<file path="src/rtl/dice_pkg.sv">
// Shared definitions for the dice-roller roll controller: die indices,
// per-die BCD maxima, FSM state type and small BCD/arbitration helpers.
package dice_pkg;

  localparam int unsigned NUM_DICE = 7;

  localparam logic [2:0] DIE_D4   = 3'd0;
  localparam logic [2:0] DIE_D6   = 3'd1;
  localparam logic [2:0] DIE_D8   = 3'd2;
  localparam logic [2:0] DIE_D10  = 3'd3;
  localparam logic [2:0] DIE_D12  = 3'd4;
  localparam logic [2:0] DIE_D20  = 3'd5;
  localparam logic [2:0] DIE_D100 = 3'd6;

  // Packed BCD maximum per die, element 0 = d4. The d100 maximum of 100
  // is encoded as "00" so it fits the two-digit counter.
  localparam logic [6:0][7:0] DIE_MAX_BCD = {
    8'h00, 8'h20, 8'h12, 8'h10, 8'h08, 8'h06, 8'h04
  };

  typedef enum logic [1:0] {
    ST_IDLE = 2'd0,
    ST_ROLL = 2'd1,
    ST_SHOW = 2'd2
  } roll_state_t;

  // Two-digit packed BCD increment, 99 wraps to 00.
  function automatic logic [7:0] bcd_inc(input logic [7:0] v);
    logic [3:0] t;
    logic [3:0] o;
    t = v[7:4];
    o = v[3:0];
    if (o >= 4'd9) begin
      o = 4'd0;
      if (t >= 4'd9) begin
        t = 4'd0;
      end else begin
        t = t + 4'd1;
      end
    end else begin
      o = o + 4'd1;
    end
    return {t, o};
  endfunction

  // Index of the lowest set bit; 0 when nothing is set.
  function automatic logic [2:0] lowest_index(input logic [6:0] v);
    logic [2:0] idx;
    idx = 3'd0;
    for (int i = 6; i >= 0; i--) begin
      if (v[i]) begin
        idx = 3'(i);
      end else begin
        idx = idx;
      end
    end
    return idx;
  endfunction

endpackage

</file>
<file path="src/rtl/btn_debounce.sv">
// Vector debouncer: one shared sample tick; each bit follows its input
// only when two consecutive tick samples agree.
module btn_debounce #(
  parameter int unsigned DEB_CYCLES = 50000,
  parameter int unsigned WIDTH      = 7
) (
  input  logic             clk,
  input  logic             rst,
  input  logic [WIDTH-1:0] din,
  output logic [WIDTH-1:0] deb
);

  localparam int unsigned CW = (DEB_CYCLES > 1) ? $clog2(DEB_CYCLES) : 1;

  logic [CW-1:0]    tick_cnt_q, tick_cnt_d;
  logic [WIDTH-1:0] smp_q, smp_d;
  logic [WIDTH-1:0] deb_q, deb_d;
  logic [WIDTH-1:0] agree_s;
  logic             tick_s;

  assign tick_s  = (tick_cnt_q == CW'(DEB_CYCLES - 1));
  assign agree_s = ~(din ^ smp_q);
  assign deb     = deb_q;

  // Tick divider and per-bit agreement filter.
  always_comb begin
    tick_cnt_d = tick_cnt_q;
    smp_d      = smp_q;
    deb_d      = deb_q;
    if (tick_s) begin
      tick_cnt_d = '0;
      smp_d      = din;
      deb_d      = (agree_s & din) | (~agree_s & deb_q);
    end else begin
      tick_cnt_d = tick_cnt_q + CW'(1);
    end
  end

  // Debounce state registers with synchronous reset.
  always_ff @(posedge clk) begin
    if (rst) begin
      tick_cnt_q <= '0;
      smp_q      <= '0;
      deb_q      <= '0;
    end else begin
      tick_cnt_q <= tick_cnt_d;
      smp_q      <= smp_d;
      deb_q      <= deb_d;
    end
  end

endmodule

</file>
<file path="src/rtl/dice_roll_ctrl.sv">
// Roll controller: normalises and debounces the die buttons, arbitrates a
// single owner, runs the BCD roll counter and drives the two-digit display.
module dice_roll_ctrl
  import dice_pkg::*;
#(
  parameter int unsigned DEB_CYCLES  = 50000,
  parameter int unsigned SPIN_CYCLES = 400000
) (
  input  logic       clk,
  input  logic       rst,
  input  logic [6:0] btn_raw,
  input  logic       btn_pol,
  output logic [3:0] tens,
  output logic [3:0] ones,
  output logic       tens_blank,
  output logic       rolling,
  output logic       valid,
  output logic [2:0] sel_die
);

  localparam int unsigned SW = (SPIN_CYCLES > 1) ? $clog2(SPIN_CYCLES) : 1;

  roll_state_t state_q, state_d;
  logic [6:0]  p_s, deb_s, deb_q, press_s, rel_s;
  logic [2:0]  sel_q, sel_d;
  logic [7:0]  cnt_q, cnt_d, cnt_max_s;
  logic [SW-1:0] spin_q, spin_d;
  logic [3:0]  tens_q, tens_d, ones_q, ones_d;
  logic        blank_q, blank_d;
  logic        rolling_q, rolling_d;
  logic        valid_q, valid_d;

  assign p_s       = btn_pol ? btn_raw : ~btn_raw;
  assign press_s   = deb_s & ~deb_q;
  assign rel_s     = ~deb_s & deb_q;
  assign cnt_max_s = DIE_MAX_BCD[sel_q];

  btn_debounce #(
    .DEB_CYCLES (DEB_CYCLES),
    .WIDTH      (NUM_DICE)
  ) u_debounce (
    .clk (clk),
    .rst (rst),
    .din (p_s),
    .deb (deb_s)
  );

  // Next-state, counter, spin snapshot and display logic.
  always_comb begin
    state_d   = state_q;
    sel_d     = sel_q;
    cnt_d     = cnt_q;
    spin_d    = spin_q;
    tens_d    = tens_q;
    ones_d    = ones_q;
    rolling_d = rolling_q;
    valid_d   = valid_q;
    case (state_q)
      ST_IDLE, ST_SHOW: begin
        if (|press_s) begin
          state_d   = ST_ROLL;
          sel_d     = lowest_index(press_s);
          cnt_d     = 8'h01;
          spin_d    = '0;
          tens_d    = 4'd0;
          ones_d    = 4'd1;
          rolling_d = 1'b1;
          valid_d   = 1'b0;
        end else begin
          state_d = state_q;
        end
      end
      ST_ROLL: begin
        if (rel_s[sel_q]) begin
          // Latch the value the counter holds in the release cycle.
          state_d   = ST_SHOW;
          tens_d    = cnt_q[7:4];
          ones_d    = cnt_q[3:0];
          rolling_d = 1'b0;
          valid_d   = 1'b1;
        end else begin
          if (cnt_q == cnt_max_s) begin
            cnt_d = 8'h01;
          end else begin
            cnt_d = bcd_inc(cnt_q);
          end
          if (spin_q == SW'(SPIN_CYCLES - 1)) begin
            spin_d = '0;
            tens_d = cnt_q[7:4];
            ones_d = cnt_q[3:0];
          end else begin
            spin_d = spin_q + SW'(1);
          end
        end
      end
      default: begin
        state_d   = ST_IDLE;
        sel_d     = 3'd0;
        cnt_d     = 8'h00;
        spin_d    = '0;
        tens_d    = 4'd0;
        ones_d    = 4'd0;
        rolling_d = 1'b0;
        valid_d   = 1'b0;
      end
    endcase
    // d100 always shows both digits ("00" means 100).
    if (state_d == ST_IDLE) begin
      blank_d = 1'b1;
    end else begin
      blank_d = (tens_d == 4'd0) && (sel_d != DIE_D100);
    end
  end

  // State and output registers with synchronous reset.
  always_ff @(posedge clk) begin
    if (rst) begin
      state_q   <= ST_IDLE;
      deb_q     <= 7'd0;
      sel_q     <= 3'd0;
      cnt_q     <= 8'h00;
      spin_q    <= '0;
      tens_q    <= 4'd0;
      ones_q    <= 4'd0;
      blank_q   <= 1'b1;
      rolling_q <= 1'b0;
      valid_q   <= 1'b0;
    end else begin
      state_q   <= state_d;
      deb_q     <= deb_s;
      sel_q     <= sel_d;
      cnt_q     <= cnt_d;
      spin_q    <= spin_d;
      tens_q    <= tens_d;
      ones_q    <= ones_d;
      blank_q   <= blank_d;
      rolling_q <= rolling_d;
      valid_q   <= valid_d;
    end
  end

  assign tens       = tens_q;
  assign ones       = ones_q;
  assign tens_blank = blank_q;
  assign rolling    = rolling_q;
  assign valid      = valid_q;
  assign sel_die    = sel_q;

endmodule

</file>
<file path="config.mk">
export PLATFORM = sky130hd
export DESIGN_NAME = dice_roll_ctrl
export DESIGN_NICKNAME = d
export VERILOG_FILES = /design/src/rtl/dice_pkg.sv /design/src/rtl/btn_debounce.sv /design/src/rtl/dice_roll_ctrl.sv
export SDC_FILE = /design/constraint.sdc
export NUM_CORES = 1
export LEC_CHECK = 0
export BUFFER_PORTS_ARGS = -buffer_cell sky130_fd_sc_hd__buf_2
export CAP_MARGIN = 20
export CORE_UTILIZATION = 60
export DETAILED_ROUTE_END_ITERATION = 7
export GPL_ROUTABILITY_DRIVEN = 0
export PLACE_DENSITY = 0.79
export SYNTH_ARGS = -nofsm -noshare
export SYNTH_HDL_FRONTEND = slang
export SYNTH_SLANG_ARGS = --single-unit
</file>
<file path="constraint.sdc">
create_clock -name clk -period 2.73 [get_ports clk]
set_input_delay 0.273 -clock clk [delete_from_list [all_inputs] [get_ports clk]]
set_output_delay 0.273 -clock clk [all_outputs]
set_load 0.03 [all_outputs]
</file>
**Word level (Yosys, flattened, before mapping)**

Memories as Yosys holds them, arrays and structs flattened. A register that Yosys moved wholly into a read port is not among the register bits.
Index checks and enable logic that the tools add are counted.

- Register bits after elaboration: 80
- Latch bits: 0
- Bits in writable memories: 0
- ROM bits: 64
- Output and inout port bits: 14
- Logic and storage cells: 98
- Memories: 1

- $add $sub $neg: 4
- $mul: 0
- Div/mod/pow operators: 0
- Magnitude comparators: 3
- Equality and inequality tests: 11
- Shift operators: 0
- Muxes and demuxes: 42
- Bitwise logic cells: 11
- Reductions and logical operators: 12

Memories:

| name | depth | width | rd ports | clocked after memory_dff | wr ports | RTL line | text |
|---|---|---|---|---|---|---|---|
| (name not given) | 8 | 8 | 1 | 1 | 0 | dice_roll_ctrl.sv:36 | `assign cnt_max_s = DIE_MAX_BCD[sel_q];` |

Operators by type and width:

| kind | count |
|---|---|
| 2-to-1 mux 19 bit | 3 |
| one-hot mux 19 bit (2 select lines) | 1 |
| 2-to-1 mux 4 bit | 9 |
| NOT 7 bit | 5 |
| 2-to-1 mux 8 bit | 4 |
| bitwise AND 7 bit | 4 |
| 2-to-1 mux 3 bit | 9 |
| adder 19 x 1 -> 19 bit (second input constant) | 1 |
| == test 19 bit (second input constant) | 1 |
| adder 16 x 1 -> 16 bit (second input constant) | 1 |
| == test 16 bit (second input constant) | 1 |
| one-hot mux 4 bit (2 select lines) | 2 |
| one-hot mux 8 bit (2 select lines) | 1 |
| != test 3 bit (second input constant) | 3 |
| adder 4 x 1 -> 4 bit (second input constant) | 2 |
| == test 8 bit | 1 |
| >= comparator 4 bit (second input constant) | 2 |
| 2-to-1 mux 7 bit | 1 |
| bitwise OR 7 bit | 1 |
| OR reduction 7 bit | 1 |
| XOR 7 bit | 1 |
| != test 2 bit (second input constant) | 3 |
| one-hot mux 3 bit (2 select lines) | 1 |
| AND reduction 2 bit | 3 |
| 13 further kinds | 22 |

**Logic depth before layout (Yosys ltp)**

- Depth after elaboration: 13
- Mapped depth: 9

**Modules after synthesis**

From an unflattened synthesis, not the netlist that was laid out.

- Cells, all modules: 476
- Area, all modules: 4,224.1 µm²

By module, submodules not included:

| module | times used | cells an instance | area each (µm²) |
|---|---|---|---|
| dice_roll_ctrl | 1 | 329 | 2,911.5 |
| btn_debounce | 1 | 147 | 1,312.5 |

**Least setup slack after synthesis**

Ideal clock, no wire load.

- Path type: reg2reg
- Start: reg sel_q[2] (netlist: sel_die[2])
- End: reg spin_q[8]
- Setup time: 0.115 ns
- Arrival time: 2.006 ns
- Data required time: 2.615 ns
- Setup slack: 0.609 ns
- Stages on the path, launching flop included: 9
- Buffers on the path: 2
- Period minus slack after synthesis: 2.121 ns
- Path through: dfxtp_1 nor4bb_1 or4_1 o21a_1 o21ai_1 a21o_1 buf_2 buf_4 nor2_1

- Word-level cells in the longest chain between the ends: 4

RTL lines:

| item | RTL line | text |
|---|---|---|
| from (decl) | dice_roll_ctrl.sv:25 | `logic [2:0] sel_q, sel_d;` |
| from (signal assigned) | dice_roll_ctrl.sv:131 | `sel_q <= sel_d;` |
| binary-select mux 1 bit (select 3 bit) | dice_roll_ctrl.sv:74 | `if (rel_s[sel_q]) begin` |
| 2-to-1 mux 1 bit (implied by the code) | dice_roll_ctrl.sv:74 |  |
| != test 2 bit (no line) | - |  |
| AND reduction 2 bit (no line) | - |  |
| to (signal assigned) | dice_roll_ctrl.sv:133 | `spin_q <= spin_d;` |
| to (decl) | dice_roll_ctrl.sv:27 | `logic [SW-1:0] spin_q, spin_d;` |

No other way between the ends. The select of a mux whose other input is x is not followed.
A chain may end at the register's enable or synchronous reset.

==> key figures <==
Drt
  – DRT Pass-1 Iters: 4
  – Routed WL: roughly 8000 um
  – Routed Antenna Nets: 0
  – Via count: around 3300
  – Vias per cell: 5.77
  – Routed len/inst: 14.2 um
  – 1st-iter DRT viols: between 150 and 200
  – Residual DRC: 0

Worst setup path
  – CP arrival: between 2 and 3 ns
  – CP Capture Type: register
  – Crit path launch type: register
  – CP Max Fanout: 9
  – CP Class: register to register
  – Reg2Reg Depth: 6
  – Worst r2r dst: ones[2]
  – Register-to-register path setup slack: 0.42 ns
  – Critical path required time: between 2 and 3 ns

Yosys
  – Cells after synthesis: between 400 and 500
  – Synth top area share: a little over two fifths
  – Syn_area_per_cell: 8.63 um^2
  – Post-synth EDFFs: 0
  – Asr flop ratio synth: 0%
  – Synth area leaders: dfxtp_1, nor2_1, xnor2_1
  – Netlist cell types: 60
  – Synthesized Nets: 479
  – Number of synthesized register bits: 85
  – Ys flop type: dfxtp_1
  – Register area share after synthesis: 42.8%
  – Area of the mapped netlist: about 0.0040 mm^2
  – Ys Warns: 0
  – Largest area contributor in the netlist: dfxtp_1

Finish
  – Antenna Cells: 0
  – Nets: 501
  – Finished Cell Area: approximately 0.0043 mm^2
  – Area growth, synth to finish: 9.00%
  – Share of layout cells above drive strength 1: a little under an eighth
  – Fillers: slightly above 500
  – Layout Cells excl Fill: between 500 and 600

Timing
  – Rel. slew slack: 47.8%
  – Clock skew: 0.0103 ns
  – Final Cycle Share: a little over four fifths
  – Setup Viol. Count Final: 0
  – Final Critical Period: roughly 2.3 ns
  – Final slew viol count: 0
  – Setup TNS Final: 0 ns
  – RSZ-0062 raised after global routing: no
  – F_max: roughly 430 MHz
  – Slew at the pin closest to its max-slew limit: 0.778 ns
  – Final Hold Fails: 0
  – Fin Hold WS: between 0.3 and 0.4 ns
  – Final worst slack: about 0.42 ns

Placed design
  – Post-Place Cell Area: approximately 0.0041 mm^2
  – I/O Buffers: 23
  – DP Wirelength: ~5700 um
  – Placed Cells: roughly 550
  – Placement Setup Slack: ~0.47 ns

Min path
  – Hold Crit Class: primary input to register
  – Min-delay src: btn_raw[2]
  – Worst hold stages: 4

GRT
  – Total GRT Usage: between 20% and 30%
  – Antenna violations before repair: 0
  – Total gr overflow: 0
  – First-pass GRT wire length: 14000 um
  – Pin count of the biggest net entering global routing: 35
  – Vias in the first global route: approximately 3100

Clock tree
  – Hold Buf Count CTS: 0
  – Clk root buf: clkbuf_8
  – CTS Buf Count: 9
  – Cts repair resizes: 0
  – Post-CTS setup buffers: 0
  – Worst-Skew Late Latency: roughly 0.35 ns
  – CTS Sinks: 85
  – CTS tree: yes
  – Clk slew on worst S/H paths: roughly 0.080 ns
  – H-tree depth: 3
  – Clock Path Buffers: 2

Power and ir drop
  – Internal: between 1.5 and 2 mW
  – P_leak: ~1.7 nW
  – Switching part of the total: 21.9%
  – Comb pwr share: under 10%
  – Flop pwr share: around 60%
  – Switch Pwr: around 0.47 mW
  – VDD IR max: 0.368 mV
  – Pwr/cell area: approximately 490 mW/mm^2
  – Clk pwr share: around 39%

Floorplanning
  – Die width: ~83 um
  – Die Area: approximately 0.007 mm^2
  – Starting Density: 62.3%
  – FP Rows: 29
  – Core area: around 0.0064 mm^2
  – DIE HEIGHT: 83.4 um
  – IO Count: 24

Outcome
  – Status: finished, final reports clean

Job
  – Max Cap Viol: 0
==> worst max-delay path, cell delays in order, from the launching register on <==
cell	delay, ns
dfxtp_1	0.34
nor2b_1	0.17
nor3_1	0.53
and3_1	0.43
a31o_1	0.40
mux2i_1	0.26
nor2_1	0.06
==> through the flow <==
step	total power, mW	utilization [%]
after detailed placement	1.33	65.0
after global placement	1.33	65.0
after floorplan	1.31	-
final	2.13	67.9
after global routing	2.20	67.9
after CTS	2.14	67.9
==> final cells by class <==
| type | instances | area (um^2) | share of cell area [%] |
|---|---|---|---|
| Sequential cell | 85 | 1700 | 39.3 |
| Inverter | 15 | 56.3 | 1.30 |
| Clock buffer | 12 | 165 | 3.81 |
| Clock inverter | 3 | 20.0 | 0.462 |
| Multi-Input combinational cell | 342 | 2130 | 49.1 |
| Timing Repair Buffer | 30 | 168 | 3.87 |
| Tap cell | 77 | 96.3 | 2.22 |
==> cell usage in the layout (no fill, tap or decap), types with 3 or more instances in the layout <==
| cell type | count |
|---|---|
| a21oi_1 | 27 |
| o21ai_1 | 3 |
| mux2i_1 | 5 |
| a211oi_1 | 3 |
| o211ai_1 | 3 |
| xor2_1 | 17 |
| a32oi_1 | 4 |
| buf_4 | 7 |
| buf_2 | 23 |
| nand3_1 | 14 |
| xnor2_1 | 24 |
| ha_1 | 8 |
| nor3_1 | 15 |
| inv_1 | 15 |
| a21oi_2 | 3 |
| nand4b_1 | 3 |
| nand2_1 | 22 |
| o21a_1 | 3 |
| and3_1 | 11 |
| or3_1 | 7 |
| nand4_1 | 14 |
| dfxtp_1 | 85 |
| and2_1 | 5 |
| clkbuf_8 | 12 |
| o21ai_0 | 25 |
| nor2_1 | 62 |
| nor2b_1 | 22 |
| nand3b_1 | 3 |
==> registers in the layout (all words and copies together) (netlist names), named ones only <==
signal,flops
spin_q,19
u_debounce.tick_cnt_q,16
cnt_q,8
deb_q,7
u_debounce.smp_q,7
cnt_max_s,5
ones,4
tens,4
sel_die,3
state_q,2
rolling,1
tens_blank,1
valid,1
==> synth_stat cells (4+ instances only) <==
cell,instances
dfxtp_1,85
mux2i_1,5
a32oi_1,4
xnor2_1,24
or3_1,7
o21ai_0,25
and3_1,11
clkbuf_1,14
nor2b_1,22
nand3_1,14
nor2_1,62
xor2_1,17
ha_1,8
nand2_1,22
nor3_1,15
a21oi_1,27
inv_1,15
and2_1,5
nand4_1,14
==> how the worst max path moves through the flow <==
stage                     from        end  slack [ns]  depth (start not counted)
floorplan           sel_die[2]  spin_q[8]        0.61                          8
detailed placement    register    ones[2]        0.47                          6
finish                register    ones[2]        0.42                          6
global route          register    ones[2]        0.29                          6
global placement      register    ones[1]        0.56                          6
CTS                   register    ones[2]        0.47                          6
==> power groups by stage <==
stage | registers (mW) | logic, mW | clock network [mW]
after floorplan | 1.27 | 0.0379 | 0
after global placement | 1.27 | 0.0521 | 0
after detailed placement | 1.27 | 0.0542 | 0
after CTS | 1.24 | 0.0543 | 0.842
after global routing | 1.25 | 0.0605 | 0.896
final | 1.24 | 0.0541 | 0.829
==> cells by family after synthesis <==
logic type / share of synthesized area (%)
AOI/OAI and AO/OA: 14.1
DFF: 42.8
and+or+nand+nor: 26.3
xor gates and xnor gates: 9.03
buffers and inverters: 3.71
muxes: 1.54
adders and majority gates: 2.52
==> per-layer routing <==
metal	vias to the layer above	GRT usage, %	share of wire, %	wire length [um]
met1	1530	29.9	48	3800
met4	0	7.99	1.8	145
met3	13	6.76	3.3	260
met5	-	0	0	0
li1	1657	-	-	-
met2	52	42.8	47	3790
Power figures use the tool's default switching activity.
